## src/rtl/sine_period_meter.sv

```systemverilog
// Measures period, peak and trough of a signed 8-bit waveform between rising zero crossings.
// Define SINE_METER_HYST_EN to require +/-HYST excursions for arming and crossing.
module sine_period_meter #(
    parameter int unsigned       PERIOD_W = 16,
    parameter logic signed [7:0] HYST     = 8'sd16
) (
    input  logic                       clk,
    input  logic                       rst_n,
    input  logic                       clear,
    input  logic                       sample_valid,
    input  logic signed [7:0]          sample,
    output logic                       meas_valid,
    output logic [PERIOD_W-1:0]        period,
    output logic signed [7:0]          peak,
    output logic signed [7:0]          trough,
    output logic                       locked,
    output logic                       timeout
);

`ifdef SINE_METER_HYST_EN
    localparam logic signed [7:0] ARM_LIM   = -HYST;
    localparam logic signed [7:0] CROSS_LIM = HYST;
`else
    // Plain zero-crossing thresholds; HYST is masked out so it has no effect here
    localparam logic signed [7:0] ARM_LIM   = -8'sd1;
    localparam logic signed [7:0] CROSS_LIM = HYST & 8'sd0;
`endif

    localparam logic [PERIOD_W-1:0] CNT_MAX = '1;

    typedef enum logic {
        ST_IDLE    = 1'b0,
        ST_MEASURE = 1'b1
    } state_t;

    state_t                    r_state, w_state_next;
    logic                      r_armed, w_armed_next;
    logic [PERIOD_W-1:0]       r_cnt, w_cnt_next;
    logic signed [7:0]         r_max, w_max_next;
    logic signed [7:0]         r_min, w_min_next;
    logic                      r_meas_valid, w_meas_valid_next;
    logic [PERIOD_W-1:0]       r_period, w_period_next;
    logic signed [7:0]         r_peak, w_peak_next;
    logic signed [7:0]         r_trough, w_trough_next;
    logic                      r_locked, w_locked_next;
    logic                      r_timeout, w_timeout_next;

    logic w_accept;
    logic w_arm;
    logic w_cross;

    assign w_accept = sample_valid && !clear;
    assign w_arm    = w_accept && (sample <= ARM_LIM);
    assign w_cross  = w_accept && r_armed && (sample >= CROSS_LIM);

    always_ff @(posedge clk or negedge rst_n) begin
        if (!rst_n) begin
            r_state      <= ST_IDLE;
            r_armed      <= 1'b0;
            r_cnt        <= '0;
            r_max        <= -8'sd128;
            r_min        <= 8'sd127;
            r_meas_valid <= 1'b0;
            r_period     <= '0;
            r_peak       <= '0;
            r_trough     <= '0;
            r_locked     <= 1'b0;
            r_timeout    <= 1'b0;
        end else begin
            r_state      <= w_state_next;
            r_armed      <= w_armed_next;
            r_cnt        <= w_cnt_next;
            r_max        <= w_max_next;
            r_min        <= w_min_next;
            r_meas_valid <= w_meas_valid_next;
            r_period     <= w_period_next;
            r_peak       <= w_peak_next;
            r_trough     <= w_trough_next;
            r_locked     <= w_locked_next;
            r_timeout    <= w_timeout_next;
        end
    end

    always_comb begin
        w_state_next      = r_state;
        w_armed_next      = r_armed;
        w_cnt_next        = r_cnt;
        w_max_next        = r_max;
        w_min_next        = r_min;
        w_meas_valid_next = 1'b0;
        w_period_next     = r_period;
        w_peak_next       = r_peak;
        w_trough_next     = r_trough;
        w_locked_next     = r_locked;
        w_timeout_next    = r_timeout;

        if (clear) begin
            w_state_next   = ST_IDLE;
            w_armed_next   = 1'b0;
            w_cnt_next     = '0;
            w_locked_next  = 1'b0;
            w_timeout_next = 1'b0;
        end else if (w_accept) begin
            if (w_arm) begin
                w_armed_next = 1'b1;
            end else if (w_cross) begin
                w_armed_next = 1'b0;
            end

            case (r_state)
                ST_IDLE: begin
                    if (w_cross) begin
                        w_cnt_next   = PERIOD_W'(1);
                        w_max_next   = sample;
                        w_min_next   = sample;
                        w_state_next = ST_MEASURE;
                    end
                end
                ST_MEASURE: begin
                    if (w_cross) begin
                        // The crossing sample opens the next window, not the finished one
                        w_period_next     = r_cnt;
                        w_peak_next       = r_max;
                        w_trough_next     = r_min;
                        w_meas_valid_next = 1'b1;
                        w_locked_next     = 1'b1;
                        w_cnt_next        = PERIOD_W'(1);
                        w_max_next        = sample;
                        w_min_next        = sample;
                    end else if (r_cnt == CNT_MAX) begin
                        w_timeout_next = 1'b1;
                        w_locked_next  = 1'b0;
                        w_cnt_next     = '0;
                        w_state_next   = ST_IDLE;
                    end else begin
                        w_cnt_next = r_cnt + PERIOD_W'(1);
                        if (sample > r_max) begin
                            w_max_next = sample;
                        end
                        if (sample < r_min) begin
                            w_min_next = sample;
                        end
                    end
                end
                default: begin
                    w_state_next = ST_IDLE;
                end
            endcase
        end
    end

    assign meas_valid = r_meas_valid;
    assign period     = r_period;
    assign peak       = r_peak;
    assign trough     = r_trough;
    assign locked     = r_locked;
    assign timeout    = r_timeout;

endmodule
```

## config.mk

```make
export PLATFORM = sky130hd
export DESIGN_NAME = sine_period_meter
export DESIGN_NICKNAME = d
export VERILOG_FILES = /design/src/rtl/sine_period_meter.sv
export SDC_FILE = /design/constraint.sdc
export NUM_CORES = 1
export LEC_CHECK = 0
export CAP_MARGIN = 5
export CORE_ASPECT_RATIO = 0.8
export CORE_MARGIN = 5
export CORE_UTILIZATION = 42
export DETAILED_ROUTE_END_ITERATION = 10
export SLEW_MARGIN = 10
export SYNTH_ARGS = -nofsm -noshare
export SYNTH_HDL_FRONTEND = slang
export SYNTH_SLANG_ARGS = --single-unit
```

## constraint.sdc

```tcl
create_clock -name clk -period 6.4 [get_ports clk]
set_input_delay 0.96 -clock clk [delete_from_list [all_inputs] [get_ports clk]]
set_output_delay 0.96 -clock clk [all_outputs]
set_load 0.01 [all_outputs]
```

* Word-level counts from Yosys, hierarchy flattened
Cells that the tools add are included.
** Word-level totals
- Register bits after elaboration :: 69
- Latch bits :: 0
- Bits in writable memories :: 0
- Bits in read-only memories :: 0
- Bits of input ports :: 12
- Output and inout port bits :: 35
- Word-level logic and storage cells :: 80
- Memories :: 0
** Cells by class
- Add/subtract/negate cells :: 1
- Multiply operators :: 0
- Divide/modulo/power cells :: 0
- Magnitude comparators :: 4
- Eq/ne operators :: 7
- Shift-type cells :: 0
- Muxes and demuxes :: 38
- Bitwise gates (word level) :: 2
- Reductions and logical operators :: 17
** Operators by type and width (count)
- 2-to-1 mux 16 bit :: 5
- 2-to-1 mux 8 bit :: 7
- case mux 16 bit (2 select lines) :: 1
- case mux 8 bit (2 select lines) :: 2
- 2-to-1 mux 1 bit :: 22
- adder 16 x 1 -> 16 bit (second input constant) :: 1
- equality test 16 bit (second input constant) :: 1
- AND reduction 5 bit :: 2
- >= comparator 8 x 1 -> 1 bit (second input constant) :: 1
- > comparator 8 bit :: 1
- <= comparator 8 x 1 -> 1 bit (second input constant) :: 1
- less-than comparator 8 bit :: 1
- AND reduction 4 bit :: 2
- != test 3 x 1 -> 1 bit (second input constant) :: 2
- != test 3 bit (second input constant) :: 2
- nonzero test 2 bit :: 3
- nonzero test 3 bit :: 2
- logical AND 1 bit :: 4
- != test 2 bit (second input constant) :: 2
- AND reduction 2 bit :: 2
- AND reduction 3 bit :: 1
- NOT 1 bit :: 2
- case mux 1 bit (2 select lines) :: 1
- zero test 1 bit :: 1

* Longest topological paths before layout
- Word-level depth :: 8
- Mapped depth :: 8
- Depth with buffers taken out :: 7

* Worst setup path before layout
No wires, ideal clock.
- Kind :: input to register
- From :: in sample[7]
- To :: reg r_max[0]
- Setup time :: 0.125 ns
- Arrival :: 2.500 ns
- Data required time :: 6.275 ns
- Path slack :: 3.775 ns
- Stages on the path :: 7
- Buffers on the path :: 1
- Cell sequence :: ha_1 nand4_1 o22ai_1 or4_1 o21a_1 buf_6 mux2_4
** Between the ends
- Longest elaborated chain between the ends :: 4
- Elaborated cells between the ends (all ways) :: 9
- Classes of those cells :: order compare: 2; eq/ne: 3; mux: 2; reduce/logical: 2
** Ends and longest elaborated chain
- start: declaration :: line 11 : input logic signed [7:0] sample,
- >= comparator 8 x 1 -> 1 bit :: line 54 : assign w_cross = w_accept && r_armed && (sample >= CROSS_LIM);
- logical AND 1 bit :: line 54
- != test 3 x 1 -> 1 bit (no line), or another cell as far along
- AND reduction 5 bit (no line) / case mux 8 bit (2 select lines) (equally long branches)
- end signal: assignment :: line 61 : r_max <= -8'sd128;
- end signal: assignment :: line 73 : r_max <= w_max_next;
- end: declaration :: line 39 : logic signed [7:0] r_max, w_max_next;
Several ways; a longest one is shown, not always the timed one.
A chain may end at the register's enable or synchronous reset.

* Worst setup path in the final report
- From :: in clear
- To :: reg r_period[10] (netlist: period[10])
** Between the ends
- Longest elaborated chain between the ends :: 5
- Elaborated cells between the ends (all ways) :: 6
- Classes of those cells :: bitwise: 1; reduce/logical: 5
** Ends and longest elaborated chain
- start: declaration :: line 9 : input logic clear,
- zero test 1 bit :: line 52 : assign w_accept = sample_valid && !clear;
- logical AND 1 bit :: line 52
- logical AND 1 bit (2 in a row) :: line 54
- AND reduction 4 bit (no line) (*)
- end signal: assignment :: line 76 : r_period <= w_period_next;
- end: declaration :: line 42 : logic [PERIOD_W-1:0] r_period, w_period_next;
Mark *: on every way between the ends. The rest lies on a longest branch, timed or not.

==> flow_summary.yaml <==
critical_path:
  r2r-start: "r_max[7]"
  reg2reg_slack_ns: 3.93
  worst_setup_path_end_kind: "flop"
  arrival_ns: 3.73
  crit_type: "input port to flop"
  crit_fanout: 29
  crit_path_start_kind: "input port"
  cpMaxStageDelayCell: "clkdlybuf4s50_1"
  worstReg2RegEnd: "r_max[3]"
  cp.required_ns: 6.63
  critical_path.top_delay_family: "buffers and inverters"
  reg2regPathDepth: 7
  path_buf_inv: 3
  crit_chain: "clkdlybuf4s50_1 > inv_1 > and3_1 > nand2_1 > buf_4 > mux2_2"
  max_stage_delay_ns: 0.79
route:
  wire_per_inst_um: 14.92
  num_vias: 2314
  drc: 0
  viasPerCell: 5.063
  wirelength_mm: 6.819
  drtIter0Drc: 51
  antenna_left: 0
  firstDrtPassIters: 4
clocking:
  ctsHoldBuffers: 0
  clk_pin_slew_worst_paths_ns: 0.07
  ctsResizeCount: 0
  numCtsBuffers: 9
  clockBufferDepth: 2
  cts_max_level: 3
  post_cts_buffers: 0
  cts-root-buf: "clkbuf_8"
  clk_latency_ns: 0.35
  tritoncts: "yes"
  cts_num_sinks: 69
sta:
  clock.fmax_mhz: 285.3
  min_period_ns: 3.505
  setup_tns_ns: 0
  slew_headroom: 0.3403
  fin_crit_sh: 0.5476
  finClkSkew_ns: 0.008262
  worst_slew_pin_slew_ns: 0.9859
  rsz0062_at_grt: "false"
  setup_viol: 0
  hold_viol_final: 0
  slew_viol_final: 0
synthesis:
  yosysTopAreaCellShare: 0.4556
  async_flop_share: 1.000
  synth_edf_count: 0
  synthesis.area_um2: 3351
  synth_nets: 323
  synthCells: 295
  ys_types: 44
  synth_warnings: 0
  syn_avg_cell_area_um2: 11.36
  yosysTopAreaCell: "dfrtp_1"
  ys_seq_elements: 69
  seq_area_frac_synth: 0.5183
  yosys-top-cells-area: "dfrtp_1 46%, mux2_2 8.4%, dfstp_2 6.3%, ha_1 6.0%, nand2_1 3.4%"
  ys.flop_type: "dfrtp_1"
floorplan:
  die_x_um: 109.9
  initial_core_util: 0.4275
  boundaryPins: 47
  die_h_um: 89.89
  fp.coreArea_um2: 7838
  dieArea_um2: 9875
  rows: 29
grt:
  grt_pass1_vias: 2388
  grt_use_met2: 0.2045
  antenna_found_initial: 0
  use_met1: 0.2342
  overflow: 0
  grt_pass1_wl_mm: 11.95
  track_usage: 0.1547
  grt.met3_usage: 0.04226
  top_usage_layer: "met1"
  grt_max_degree: 70
power:
  powerDensity_nw_per_um2: 247.3
  swShare: 0.2631
  power.total_w: 0.001013
  clockPowerShare: 0.340
  combPwrFrac: 0.161
  p_seq_frac: 0.498
  p_int_w: 0.0007466
  static-leakage-power_nw: 1.835
  p_switching_w: 0.0002665
  peakVddDrop_v: 0.0001251
finish:
  mostFrequentLayoutCell: "dfrtp_1"
  layout_common_cells: "61 x dfrtp_1, 45 x clkdlybuf4s50_1, 30 x nand2_1"
  areaGrowthSynthToFinish_pct: 22.26
  diodes: 0
  fin_nets: 372
  layout-drive-gt1-share: 0.1891
job:
  maxCapViolations: 0
min_path:
  whs_endpoint: "peak[7]"
  hold_depth: 2
  min_from: "peak[7]"
  holdCritPathClass: "flop to flop"
placement:
  numPortBuffers: 46
  hpwl_mm: 4.718
  gp_congestion: 0.7581
status:
  status: "complete, no violations"
## metal layers
| layer | vias to the layer above | routed length (um) |
|---|---|---|
| li1 | 1149 | - |
| met1 | 1103 | 3617 |
| met2 | 50 | 2745 |
| met3 | 12 | 324 |
| met4 | 0 | 131 |
| met5 | - | 0 |
## area by class of cell
cell class | instances | area (um2)
Fill cell | 739 | 3741
Clock buffer | 15 | 186.4
Timing Repair Buffer | 48 | 470.5
Multi-Input combinational cell | 194 | 1480
Inverter | 22 | 82.58
Sequential cell | 69 | 1737
Tap cell | 108 | 135.1
Clock inverter | 1 | 5.005
## Yosys cell counts (2+ instances only)
cell type,count
nand4_1,3
inv_1,22
o21ai_0,22
mux2_2,25
and3_1,2
nor2_1,17
buf_2,5
mux2_4,7
dfstp_2,8
nand3_1,6
xor2_1,6
nand2b_1,3
ha_1,16
a211o_1,2
o21a_1,2
o31ai_1,4
nand2_1,30
or3_1,2
a211oi_1,4
xnor2_1,3
dfrtp_1,61
clkbuf_1,4
or4_1,5
o2111ai_1,3
nor3_1,3
a21oi_1,10
o211ai_1,3
## power groups by stage
stage	registers (W)	logic, W	clock network (W)
after floorplan	0.000508	0.000113	0
after global placement	0.000511	0.000163	0
after detailed placement	0.000513	0.000165	0
after CTS	0.000505	0.000166	0.000357
after global routing	0.000510	0.000190	0.000378
final	0.000505	0.000164	0.000345
## how the worst max path moves through the flow
stage | cells after the start | slack [ns] | start | end
floorplan | 7 | 3.77 | sample[7] | r_max[0]
global placement | 6 | 2.60 | clear | period[0]
detailed placement | 6 | 2.49 | clear | period[10]
CTS | 6 | 2.88 | clear | period[10]
global route | 6 | 2.65 | clear | period[8]
finish | 6 | 2.90 | clear | period[10]
## kinds of logic (layout without fill, tap and decap cells)
logic type	Yosys count	after routing	synth area share
buffers and inverters	32	86	0.03995
adders and majority gates	16	16	0.05975
xor gates and xnor gates	9	9	0.02353
AOI/OAI and AO/OA	56	56	0.1094
DFF	69	69	0.5183
and+or+nand+nor	80	80	0.1307
muxes	33	33	0.1184
## state kept, by name, summed over array words and instances, names as in the netlist
signal / flops
r_armed: 1
meas_valid: 1
peak: 8
r_state: 1
r_min: 8
r_max: 8
locked: 1
trough: 8
r_cnt: 16
timeout: 1
period: 16
## tightest hold or removal path, stage by stage (launching register included)
cell	delay (ns)
dfrtp_1	0.34
nand2_1	0.04
o21ai_0	0.05
## per-stage QoR
stage | std cells | util | hold slack (ns) | area, um2 | setup WS, ns
after detailed placement | 441 | 0.4982 | 0.4700 | 3905 | 2.492
after CTS | 457 | 0.5227 | 0.4869 | 4096 | 2.884
final | 457 | 0.5227 | 0.4751 | 4096 | 2.895
after global placement | 441 | 0.4982 | 0.4617 | 3905 | 2.597
after global routing | 457 | 0.5227 | 0.5201 | 4096 | 2.648
after floorplan | 295 | - | 0.4793 | 3351 | 3.775
Note: power is estimated with default switching activity, not from simulation.
